$ cat src/rtl/bf16_pkg.sv
// bf16_pkg: shared BF16 constants, field layout and accumulator FSM states.
//   bf16_t      - packed {sign, exp[7:0], frac[6:0]} view of a BF16 word
//   acc_state_t - accumulator FSM states {IDLE, ACCUM, DONE}
package bf16_pkg;

  localparam int unsigned BF16_EXP_BIAS = 127;
  localparam int unsigned BF16_EXP_W    = 8;
  localparam int unsigned BF16_FRAC_W   = 7;

  localparam logic [15:0] BF16_QNAN = 16'h7FC0;
  localparam logic [15:0] BF16_PINF = 16'h7F80;
  localparam logic [15:0] BF16_NINF = 16'hFF80;

  typedef struct packed {
    logic                   sign;
    logic [BF16_EXP_W-1:0]  exp;
    logic [BF16_FRAC_W-1:0] frac;
  } bf16_t;

  typedef enum logic [1:0] {
    IDLE,
    ACCUM,
    DONE
  } acc_state_t;

endpackage

$ cat src/rtl/bf16_adder.sv
// bf16_adder: combinational BF16 adder, round toward zero, subnormals flushed.
// Ports:
//   a, b : BF16 operands
//   sum  : BF16 result
module bf16_adder
  import bf16_pkg::*;
(
  input  logic [15:0] a,
  input  logic [15:0] b,
  output logic [15:0] sum
);

  bf16_t op_a, op_b, big, sml;
  logic  a_zero, b_zero, a_inf, b_inf, a_nan, b_nan;
  logic  a_big;

  // 8b mantissa (hidden bit included) followed by 3 guard bits.
  logic [10:0] big_m, sml_m, sml_sh, sub_m, norm_m;
  logic [11:0] add_m;
  logic [7:0]  exp_diff;
  logic [3:0]  lz;
  logic signed [9:0] res_e;
  logic [6:0]  res_frac;
  logic        unused_bits;

  assign op_a = a;
  assign op_b = b;

  assign a_zero = (op_a.exp == 8'h00);
  assign b_zero = (op_b.exp == 8'h00);
  assign a_inf  = (op_a.exp == 8'hFF) && (op_a.frac == 7'h00);
  assign b_inf  = (op_b.exp == 8'hFF) && (op_b.frac == 7'h00);
  assign a_nan  = (op_a.exp == 8'hFF) && (op_a.frac != 7'h00);
  assign b_nan  = (op_b.exp == 8'hFF) && (op_b.frac != 7'h00);

  // Order by magnitude so the subtraction below never goes negative.
  assign a_big = {op_a.exp, op_a.frac} >= {op_b.exp, op_b.frac};
  assign big   = a_big ? op_a : op_b;
  assign sml   = a_big ? op_b : op_a;

  assign big_m    = {1'b1, big.frac, 3'b000};
  assign sml_m    = {1'b1, sml.frac, 3'b000};
  assign exp_diff = big.exp - sml.exp;
  assign sml_sh   = (exp_diff > 8'd10) ? 11'h000 : (sml_m >> exp_diff);

  assign add_m = {1'b0, big_m} + {1'b0, sml_sh};
  assign sub_m = big_m - sml_sh;

  // Leading-zero count of the difference; the highest set bit wins.
  always_comb begin
    lz = 4'd0;
    for (int i = 0; i <= 10; i++) begin
      if (sub_m[i]) lz = 4'(10 - i);
    end
  end

  assign norm_m = sub_m << lz;

  always_comb begin
    res_e    = $signed({2'b00, big.exp});
    res_frac = 7'h00;
    if (big.sign == sml.sign) begin
      if (add_m[11]) begin
        res_e    = $signed({2'b00, big.exp}) + 10'sd1;
        res_frac = add_m[10:4];
      end else begin
        res_frac = add_m[9:3];
      end
    end else begin
      res_e    = $signed({2'b00, big.exp}) - $signed({6'b000000, lz});
      res_frac = norm_m[9:3];
    end
  end

  assign unused_bits = ^{add_m[2:0], norm_m[10], norm_m[2:0]};

  always_comb begin
    sum = 16'h0000;
    if (a_nan || b_nan) begin
      sum = BF16_QNAN;
    end else if (a_inf && b_inf && (op_a.sign != op_b.sign)) begin
      sum = BF16_QNAN;
    end else if (a_inf) begin
      sum = a;
    end else if (b_inf) begin
      sum = b;
    end else if (a_zero && b_zero) begin
      sum = {op_a.sign & op_b.sign, 15'h0000};
    end else if (b_zero) begin
      sum = a;
    end else if (a_zero) begin
      sum = b;
    end else if ((big.sign != sml.sign) && (sub_m == 11'h000)) begin
      sum = 16'h0000;
    end else if (res_e <= 10'sd0) begin
      sum = {big.sign, 15'h0000};
    end else if (res_e >= 10'sd255) begin
      sum = big.sign ? BF16_NINF : BF16_PINF;
    end else begin
      sum = {big.sign, res_e[7:0], res_frac};
    end
  end

endmodule

$ cat src/rtl/bf16_accumulator.sv
// bf16_accumulator: sums ACC_LEN BF16 products into one BF16 result.
// Ports:
//   clk, rst_n          : clock, async active-low reset
//   in_valid/in_ready   : product handshake, in_data = BF16 product
//   in_clear            : synchronous abort, same effect as reset
//   out_valid/out_ready : result handshake, out_data = BF16 sum (held until taken)
module bf16_accumulator
  import bf16_pkg::*;
#(
  parameter  int unsigned ACC_LEN = 16,
  localparam int unsigned CNT_W   = $clog2(ACC_LEN) + 1
) (
  input  logic        clk,
  input  logic        rst_n,
  input  logic        in_valid,
  output logic        in_ready,
  input  logic [15:0] in_data,
  input  logic        in_clear,
  output logic        out_valid,
  input  logic        out_ready,
  output logic [15:0] out_data
);

  acc_state_t       state;
  logic [15:0]      acc;
  logic [15:0]      sum;
  logic [CNT_W-1:0] cnt;
  logic             accept;

  bf16_adder u_adder (
    .a   (acc),
    .b   (in_data),
    .sum (sum)
  );

  assign in_ready = (state != DONE);
  assign accept   = in_valid && in_ready;

  always_ff @(posedge clk or negedge rst_n) begin
    if (!rst_n) begin
      state     <= IDLE;
      acc       <= 16'h0000;
      cnt       <= '0;
      out_valid <= 1'b0;
      out_data  <= 16'h0000;
    end else if (in_clear) begin
      state     <= IDLE;
      acc       <= 16'h0000;
      cnt       <= '0;
      out_valid <= 1'b0;
      out_data  <= 16'h0000;
    end else begin
      unique case (state)
        IDLE: begin
          if (accept) begin
            acc <= in_data;
            cnt <= CNT_W'(1);
            if (ACC_LEN == 1) begin
              out_data  <= in_data;
              out_valid <= 1'b1;
              state     <= DONE;
            end else begin
              state <= ACCUM;
            end
          end
        end
        ACCUM: begin
          if (accept) begin
            acc <= sum;
            cnt <= cnt + CNT_W'(1);
            if (cnt == CNT_W'(ACC_LEN - 1)) begin
              out_data  <= sum;
              out_valid <= 1'b1;
              state     <= DONE;
            end
          end
        end
        DONE: begin
          if (out_ready) begin
            out_valid <= 1'b0;
            cnt       <= '0;
            state     <= IDLE;
          end
        end
        default: state <= IDLE;
      endcase
    end
  end

endmodule

$ cat config.mk
export PLATFORM = sky130hd
export DESIGN_NAME = bf16_accumulator
export DESIGN_NICKNAME = d
export VERILOG_FILES = /design/src/rtl/bf16_pkg.sv /design/src/rtl/bf16_adder.sv /design/src/rtl/bf16_accumulator.sv
export SDC_FILE = /design/constraint.sdc
export NUM_CORES = 1
export LEC_CHECK = 0
export CAP_MARGIN = 0
export CORE_MARGIN = 10
export CORE_UTILIZATION = 67
export DETAILED_ROUTE_END_ITERATION = 16
export PLACE_DENSITY = 0.93
export SLEW_MARGIN = 20
export SYNTH_ARGS = -nofsm -noshare
export SYNTH_HDL_FRONTEND = slang
export SYNTH_SLANG_ARGS = --single-unit
$ cat constraint.sdc
create_clock -name clk -period 17.3 [get_ports clk]
set_input_delay 3.46 -clock clk [delete_from_list [all_inputs] [get_ports clk]]
set_output_delay 3.46 -clock clk [all_outputs]
set_load 0.005 [all_outputs]
## After elaboration in Yosys (flattened, before gate mapping)

Index checks and enable logic that the tools add are counted.

- Bits of input ports: 21
- Logic and storage cells: 113
- Output and inout port bits: 18
- Register bits after elaboration: 40

- Multiplexer cells: 53
- Bitwise gates (word level): 1
- $lt $le $gt $ge: 4
- Reductions and logical operators: 29
- Shift operators: 2
- Add/sub/neg operators: 6
- Equality and inequality tests: 13

Operator list:

| cell | number |
|---|---|
| $mux W16 | 20 |
| $mux W4 | 11 |
| $pmux W16 S2 | 1 |
| $mux W10 | 2 |
| $mux W5 | 4 |
| $eq A8 B8 Y1 const B | 2 |
| $logic_not A8 Y1 | 2 |
| $ge A15 B15 Y1 | 1 |
| $pmux W5 S3 | 1 |
| $logic_not A7 Y1 | 2 |
| $mux W7 | 2 |
| $reduce_bool A7 Y1 | 2 |
| $add A11 B11 Y12 | 1 |
| $ne A3 B3 Y1 const B | 4 |
| $reduce_and A4 Y1 | 3 |
| $logic_not A11 Y1 | 1 |
| $mux W11 | 1 |
| $shl A11 B4 Y10 | 1 |
| $shr A11 B8 Y11 | 1 |
| $sub A11 B11 Y11 | 1 |
| $ge A10 B9 Y1 const B | 1 |
| $le A10 B1 Y1 const B | 1 |
| $mux W2 | 5 |
| $add A8 B1 Y9 const B | 1 |
| 21 further kinds | 37 |

## Logic depth before layout (Yosys ltp)

Gate-level depths: netlist of run 1.

- Depth after elaboration: 34
- Gate-level depth with buffers: 48
- Depth with buffers taken out: 44

## Cells and area by module

A second synthesis of run 1 with hierarchy kept.

- Cell total of the unflattened synthesis: 859
- Area total of the unflattened synthesis: 6,447.4 um^2

By module, submodules not included:

| module | seq. area each (um^2) | cells an instance | area an instance (um^2) | times used |
|---|---|---|---|---|
| bf16_adder | 0.0 | 664 | 4,494.3 | 1 |
| bf16_accumulator | 1,001.0 | 195 | 1,953.1 | 1 |

## Least setup slack after synthesis of run 1

Ideal clock, no wire load.

- Kind: input port to flip-flop
- Start: input port in_data[10]
- End: register acc[4]
- Library setup time: 0.124 ns
- Arrival time: 12.326 ns
- Slack: 4.850 ns
- Data required time: 17.176 ns
- Buffers on the path: 4
- Stages on the path: 46
- Path through: inv_1 > ha_1 > clkbuf_1 > a21oi_1 > o21ai_1 > and2_1 > nor3_2 > a22oi_1 > ha_1 > inv_1 > o211ai_2 > xnor2_1 > o21ai_0 > a221o_1 > or2_0 > clkbuf_1 > nor2_1 > o211ai_1 > [... 10 more ...] > buf_2 > inv_1 > ha_1 > nor2b_1 > o21ai_0 > nand2b_1 > a21oi_1 > and2_1 > nand3_1 > o41ai_2 > xnor2_1 > or4b_4 > o41ai_4 > or3_1 > buf_4 > a211o_1 > a311oi_1 > a211o_1

- Cells in the longest elaborated chain, start to end: 33
- Elaborated cells on any way between the ends: 54
- Those cells by class: 5 x add/sub; 4 x order compare; 3 x eq/ne; 2 x shift; 31 x mux; 9 x reduce/logical

Ends and longest elaborated chain:

| element | RTL line | RTL |
|---|---|---|
| start, declared | bf16_accumulator.sv:17 | `input logic [15:0] in_data,` |
| $ge A15 B15 Y1 | bf16_adder.sv:37 | `assign a_big = {op_a.exp, op_a.frac} >= {op_b.exp, op_b.frac};` |
| $mux W16, on equally long branches | bf16_adder.sv:38, bf16_adder.sv:39 |  |
| $sub A8 B8 Y8 | bf16_adder.sv:43 | `assign exp_diff = big.exp - sml.exp;` |
| $gt A8 B4 Y1 or $shr A11 B8 Y11 (tied branches) | bf16_adder.sv:44 | `assign sml_sh = (exp_diff > 8'd10) ? 11'h000 : (sml_m >> exp_diff);` |
| $mux W11 | bf16_adder.sv:44 |  |
| $sub A11 B11 Y11 | bf16_adder.sv:47 | `assign sub_m = big_m - sml_sh;` |
| $mux W4 (11 in series) | bf16_adder.sv:53 | `if (sub_m[i]) lz = 4'(10 - i);` |
| $sub A8 B4 Y9 | bf16_adder.sv:70 | `res_e = $signed({2'b00, big.exp}) - $signed({6'b000000, lz});` |
| [... 7 more ...] | - |  |
| $mux W16 | bf16_adder.sv:87 | `end else if (a_zero && b_zero) begin` |
| $mux W16 | bf16_adder.sv:85 | `end else if (b_inf) begin` |
| $mux W16 | bf16_adder.sv:83 | `end else if (a_inf) begin` |
| $mux W16 | bf16_adder.sv:81 | `end else if (a_inf && b_inf && (op_a.sign != op_b.sign)) begin` |
| $mux W16 (*) | bf16_adder.sv:79 | `if (a_nan \|\| b_nan) begin` |
| $mux W16 (*) | bf16_accumulator.sv:68 | `if (accept) begin` |
| $pmux W16 S2 (*) | bf16_accumulator.sv:53 | `unique case (state)` |
| $mux W16 (*) | bf16_accumulator.sv:46 | `end else if (in_clear) begin` |
| end signal, assigned | bf16_accumulator.sv:56 | `acc <= in_data;` |
| end signal, assigned | bf16_accumulator.sv:69 | `acc <= sum;` |
| end, declared | bf16_accumulator.sv:25 | `logic [15:0] acc;` |

Mark *: on every way between the ends. The rest lies on a longest branch, timed or not. The select of a mux whose other input is x is not followed.
A chain may end at the register's enable or synchronous reset.

## Worst setup path after layout of run 1

- Start: input port in_data[7]
- End: register out_data[2]

- Cells in the longest elaborated chain, start to end: 34
- Elaborated cells on any way between the ends: 55
- Those cells by class: 5 x add/sub; 4 x order compare; 3 x eq/ne; 2 x shift; 32 x mux; 9 x reduce/logical

Ends and longest elaborated chain:

| element | RTL line | RTL |
|---|---|---|
| $ge A15 B15 Y1 | bf16_adder.sv:37 |  |
| $mux W16, on equally long branches | bf16_adder.sv:38, bf16_adder.sv:39 |  |
| $sub A8 B8 Y8 | bf16_adder.sv:43 |  |
| $gt A8 B4 Y1 or $shr A11 B8 Y11 (tied branches) | bf16_adder.sv:44 |  |
| $mux W11 | bf16_adder.sv:44 |  |
| $sub A11 B11 Y11 | bf16_adder.sv:47 |  |
| $mux W4 (11 in series) | bf16_adder.sv:53 |  |
| $sub A8 B4 Y9 | bf16_adder.sv:70 |  |
| [... 8 more ...] | - |  |
| $mux W16 | bf16_adder.sv:85 |  |
| $mux W16 | bf16_adder.sv:83 |  |
| $mux W16 | bf16_adder.sv:81 |  |
| $mux W16 (*) | bf16_adder.sv:79 |  |
| $mux W16 (*) | bf16_accumulator.sv:71 | `if (cnt == CNT_W'(ACC_LEN - 1)) begin` |
| $mux W16 (*) | bf16_accumulator.sv:68 |  |
| $mux W16 (*) | bf16_accumulator.sv:53 |  |
| $mux W16 (*) | bf16_accumulator.sv:46 |  |
| end signal, assigned | bf16_accumulator.sv:59 | `out_data <= in_data;` |
| end signal, assigned | bf16_accumulator.sv:72 | `out_data <= sum;` |
| end, declared | bf16_accumulator.sv:21 | `output logic [15:0] out_data` |

Marked as above.

==> results of run 1 <==
[sequential cells by signal, summed over array words and instances, names as in the netlist]
name	cells
out_data	16
state	2
cnt	5
out_valid	1
acc	16
[area by class of cell]
type / count / area [um2]
clock buffer: 6 / 72.6
fill: 766 / 2370
timing repair buffer: 42 / 405
clock inverter: 2 / 35.0
multi-input combinational: 772 / 5060
inverter: 48 / 180
sequential: 40 / 1000
tap: 129 / 161
[kinds of logic (layout without fill, tap and decap cells)]
kind of cell,after synthesis,in the layout
buf+inv,97,98
mux,32,32
compound gates,305,305
xor+xnor,17,17
flops,40,40
fa+ha+maj,49,49
simple gates,369,369
[metrics by stage]
stage                     hold WS, ns  instances
after floorplan                 0.449        909
after global routing            0.519       1039
after CTS                       0.501       1039
final                           0.500       1039
after detailed placement        0.478       1031
after global placement          0.470       1031
[cell usage after synthesis (10+ instances only)]
| master | instances |
|---|---|
| xnor2_1 | 11 |
| nand2_1 | 91 |
| o21ai_0 | 55 |
| a211oi_1 | 15 |
| nand3_1 | 26 |
| a21oi_1 | 79 |
| o31ai_1 | 16 |
| nand4_1 | 10 |
| nor3_1 | 24 |
| or3_1 | 15 |
| nor2_1 | 110 |
| nor4_1 | 11 |
| a21o_1 | 16 |
| ha_1 | 47 |
| dfrtp_1 | 40 |
| nor2b_1 | 11 |
| mux2i_1 | 21 |
| inv_1 | 48 |
| and2_1 | 11 |
| clkbuf_1 | 38 |
| and3_1 | 12 |
[metal layers]
layer | GRT usage, % | vias up | part of all wire, %
li1 | - | 3385 | -
met5 | 0 | - | 0
met3 | 4.65 | 112 | 11
met2 | 42.2 | 544 | 43
met1 | 36.5 | 3372 | 41
met4 | 9.51 | 0 | 4.4
[critical path: cells and delay by family]
kind,cells,cell delay (ns)
AOI/OAI and AO/OA,16,3.92
xor gates and xnor gates,2,0.70
adders and majority gates,4,1.48
buffers and inverters,4,1.05
and+or+nand+nor,17,4.33
[how the worst max path moves through the flow]
stage                        endpoint  slack, ns  depth (start not counted)
after global placement         acc[4]       2.90                         43
final                     out_data[2]       2.45                         43
after CTS                 out_data[2]       2.76                         43
after global routing      out_data[2]       1.67                         43
after floorplan                acc[4]       4.85                         46
after detailed placement  out_data[2]       2.50                         43
==> results.py, run 1 <==
metrics = {
    "finish": {
        "stdcell_area_um2": 6920,
        "drive_above_1_share_pct": 6.04,
        "antenna_cells": 0,
        "final_core_util_pct": 74.5,
        "nets": 979,
        "area_growth_pct": 7.38,
        "layout_commonest_cell": "nor2_1",
        "most-common-layout-cells": "110 x nor2_1, 91 x nand2_1, 79 x a21oi_1",
    },
    "critical_path": {
        "crit_start": "in_data[7]",
        "r2r-start": "acc[7]",
        "startpoint_type": "input pin",
        "reg2reg_depth": 41,
        "crit_path_max_incr_delay_ns": 0.67,
        "cp.required_ns": 17.44,
        "rrSetupSlack_ns": 5.88,
        "regToRegEndpoint": "out_data[2]",
        "critical_path.endpoint_type": "register",
        "cp.arrival_ns": 14.99,
        "slowest_stage": "clkdlybuf4s50_1",
        "cp_max_fo": 18,
        "path_class": "in2reg",
    },
    "detailed_routing": {
        "drt_iter0_markers": 1412,
        "vias_per_cell": 7.13,
        "wl_per_cell_um": 19.3,
        "detail-route-antenna-nets": 0,
        "drt-total-wl_um": 20000,
        "drcViolationCount": 0,
        "firstDrtPassIters": 6,
        "via_count": 7413,
    },
    "synth": {
        "synth_top_family_by_area": "compound AO/OA/AOI/OAI gates",
        "synth-edff-count": 0,
        "ys.flop_type": "dfrtp_1",
        "synth.distinct_cells": 85,
        "synth_area_um2": 6440,
        "ys_seq_area_share_pct": 15.5,
        "synth-seq-cells": 40,
        "async_flop_share_pct": 100,
        "syn_nets": 979,
        "synth.largest_area_cell": "dfrtp_1",
        "yosys_warnings": 0,
        "synth_compound_area_share_pct": 32.2,
        "synth_xor_area_share_pct": 2.31,
        "synth_top_cell_area_share_pct": 15.5,
        "synth_mux_area_share_pct": 5.71,
        "syn_area_per_cell_um2": 7.09,
        "synthCells": 909,
        "synth_adder_area_share_pct": 9.75,
        "yosys.area_share.simple_pct": 28.6,
        "synth_area_leaders": "dfrtp_1 16%, ha_1 9.1%, nor2_1 6.4%, a21oi_1 6.1%, nand2_1 5.3%",
    },
    "clocking": {
        "post_cts_buffers": 0,
        "post_cts_resized": 0,
        "cts.sinks": 40,
        "clkTransAtPathRegs_ns": 0.08,
        "tritoncts": "yes",
        "h-tree-depth": 2,
        "root_buffer": "clkbuf_8",
        "cts_buffers": 5,
        "clk_latency_ns": 0.30,
        "clock_path_buffers": 2,
        "cts_hold_buffers": 0,
    },
    "placed_design": {
        "place_area_um2": 6800,
        "portBuffers": 38,
        "post-place-ws_ns": 2.50,
        "gp_congestion": 1.05,
        "dpl.hpwl_um": 15300,
    },
    "sta": {
        "final.setup_skew_ns": 0.00715,
        "rsz0062_at_grt": "no",
        "setup_tns_ns": 0,
        "fmax_mhz": 67.3,
        "drv_slew": 0,
        "fin_crit_sh_pct": 85.8,
        "tightest_slew_ns": 1.14,
        "timing.final.crit_period_ns": 14.85,
        "fin_ws_ns": 2.45,
        "finalSetupViolCount": 0,
        "relSlewSlack_pct": 23.0,
        "finalHoldViolCount": 0,
    },
    "hold_path": {
        "hold-path-endpoint": "out_data[5]",
        "hold_depth": 2,
        "hold_path.class": "reg2reg",
        "hp-start": "out_data[5]",
    },
    "global_routing": {
        "grt_pass1_vias": 6535,
        "grt_antenna_before_repair": 0,
        "grt_max_degree": 47,
        "grt.total_usage_pct": 27.1,
        "grt_pass1_wl_um": 32800,
        "grt-ovfl-total": 0,
    },
    "run": {
        "drv_cap": 0,
    },
    "status": {
        "status": "complete, no violations",
    },
    "floorplanning": {
        "core-area_um2": 9280,
        "dieArea_um2": 13900,
        "start_util_pct": 69.4,
        "fp.dieW_um": 118,
        "dieHeight_um": 118,
        "rows": 35,
        "io_pins": 39,
    },
}
Power of run 1 is left out: the tool's default activity adds up to more than one toggle a clock period on the data nets, which glitch-free logic cannot reach.
==> run 2: changes to the inputs <==
- MAX_ROUTING_LAYER: unset -> met4
==> results.py, run 2 (same netlist as run 1, synthesis figures left out) <==
metrics = {
    "status": {
        "status": "complete, no violations",
    },
    "sta": {
        "relSlewSlack_pct": 30.1,
        "rsz0062_at_grt": "no",
        "fin_ws_ns": 2.49,
        "drv_slew": 0,
        "hold_ws_ns": 0.489,
        "finalSetupViolCount": 0,
        "setup_tns_ns": 0,
        "tightest_slew_ns": 1.04,
        "fin_crit_sh_pct": 85.6,
        "finalHoldViolCount": 0,
        "timing.final.crit_period_ns": 14.81,
        "fmax_mhz": 67.5,
        "final.setup_skew_ns": 0.00590,
    },
    "run": {
        "drv_cap": 0,
    },
    "clocking": {
        "cts_hold_buffers": 0,
        "tritoncts": "yes",
        "post_cts_buffers": 0,
        "clkTransAtPathRegs_ns": 0.08,
        "cts_buffers": 5,
        "cts.sinks": 40,
        "clk_latency_ns": 0.30,
        "h-tree-depth": 2,
        "root_buffer": "clkbuf_8",
        "post_cts_resized": 0,
        "clock_path_buffers": 2,
    },
    "finish": {
        "most-common-layout-cells": "110 x nor2_1, 91 x nand2_1, 79 x a21oi_1",
        "area_growth_pct": 7.67,
        "antenna_cells": 0,
        "drive_above_1_share_pct": 6.15,
        "fillerInstances": 780,
        "layout_commonest_cell": "nor2_1",
        "nets": 979,
        "top_regs": "acc: 16 flops, out_data: 16 flops, cnt: 5 flops",
    },
    "hold_path": {
        "hold_path.class": "reg2reg",
    },
    "critical_path": {
        "crit_path_max_incr_delay_ns": 0.67,
        "startpoint_type": "input pin",
        "cp_max_fo": 18,
        "cp.required_ns": 17.49,
        "path_class": "in2reg",
        "slowest_stage": "clkdlybuf4s50_1",
        "crit_top_cell": "ha_1",
        "critical_path.endpoint_type": "register",
        "cp.arrival_ns": 15.00,
    },
    "floorplanning": {
        "rows": 35,
        "core-area_um2": 9280,
        "dieArea_um2": 13900,
        "dieHeight_um": 118,
        "start_util_pct": 69.4,
        "fp.dieW_um": 118,
        "io_pins": 39,
    },
    "detailed_routing": {
        "wl_per_cell_um": 19.5,
        "vias_per_cell": 7.07,
        "via_count": 7342,
        "drcViolationCount": 0,
        "drt-total-wl_um": 20300,
        "detail-route-antenna-nets": 0,
        "drt_iter0_markers": 1165,
        "firstDrtPassIters": 6,
    },
    "global_routing": {
        "grt.total_usage_pct": 28.1,
        "grt-ovfl-total": 0,
        "grt_max_degree": 47,
        "grt_antenna_before_repair": 0,
        "grt_pass1_vias": 6706,
        "grt_pass1_wl_um": 32900,
    },
    "placed_design": {
        "portBuffers": 38,
        "dpl.hpwl_um": 15300,
        "gp_congestion": 1.04,
        "post-place-ws_ns": 2.52,
    },
}
-- run 2: final timing paths --
kind / from / end / slack [ns] / depth (start not counted)
setup / recovery: in_data[7] / acc[4] / 2.49 / 43
hold / removal: cnt[4] / cnt[4] / 0.49 / 2
max in group asynchronous: rst_n / acc[2] / 13.45 / 1
min in group asynchronous: rst_n / acc[12] / 3.28 / 1
setup reg to reg: acc[7] / acc[4] / 5.93 / 41
hold reg to reg: cnt[4] / cnt[4] / 0.49 / 2
-- run 2: cell type report --
class / count / area, um2 / share of cell area [%]
timing repair buffer: 42 / 405 / 5.85
clock inverter: 1 / 30.0 / 0.433
clock buffer: 7 / 96.3 / 1.39
tap: 129 / 161 / 2.33
multi-input combinational: 772 / 5060 / 73.0
sequential: 40 / 1000 / 14.4
inverter: 48 / 180 / 2.60
-- run 2: metal layers --
layer  vias up  share of wire (%)  GRT usage, %
met2       495                 44          42.7
li1       3375                  -             -
met1      3369                 41          35.6
met5         -                  0             -
met4         0                4.6          12.0
met3       103                 11          5.23
-- run 2: critical path: cells and delay by family --
kind,cells,cell delay (ns)
AOI/OAI and AO/OA,17,4.03
xor gates and xnor gates,2,0.72
and+or+nand+nor,16,4.25
adders and majority gates,4,1.48
buffers and inverters,4,1.05
-- run 2: stage by stage --
stage / cells / util, % / instance area (um2)
after floorplan: 909 / - / 6440
after global placement: 1031 / 73.3 / 6800
after detailed placement: 1031 / 73.3 / 6800
after CTS: 1039 / 74.6 / 6930
after global routing: 1039 / 74.7 / 6940
final: 1039 / 74.7 / 6940
Power of run 2 is left out for the same reason.
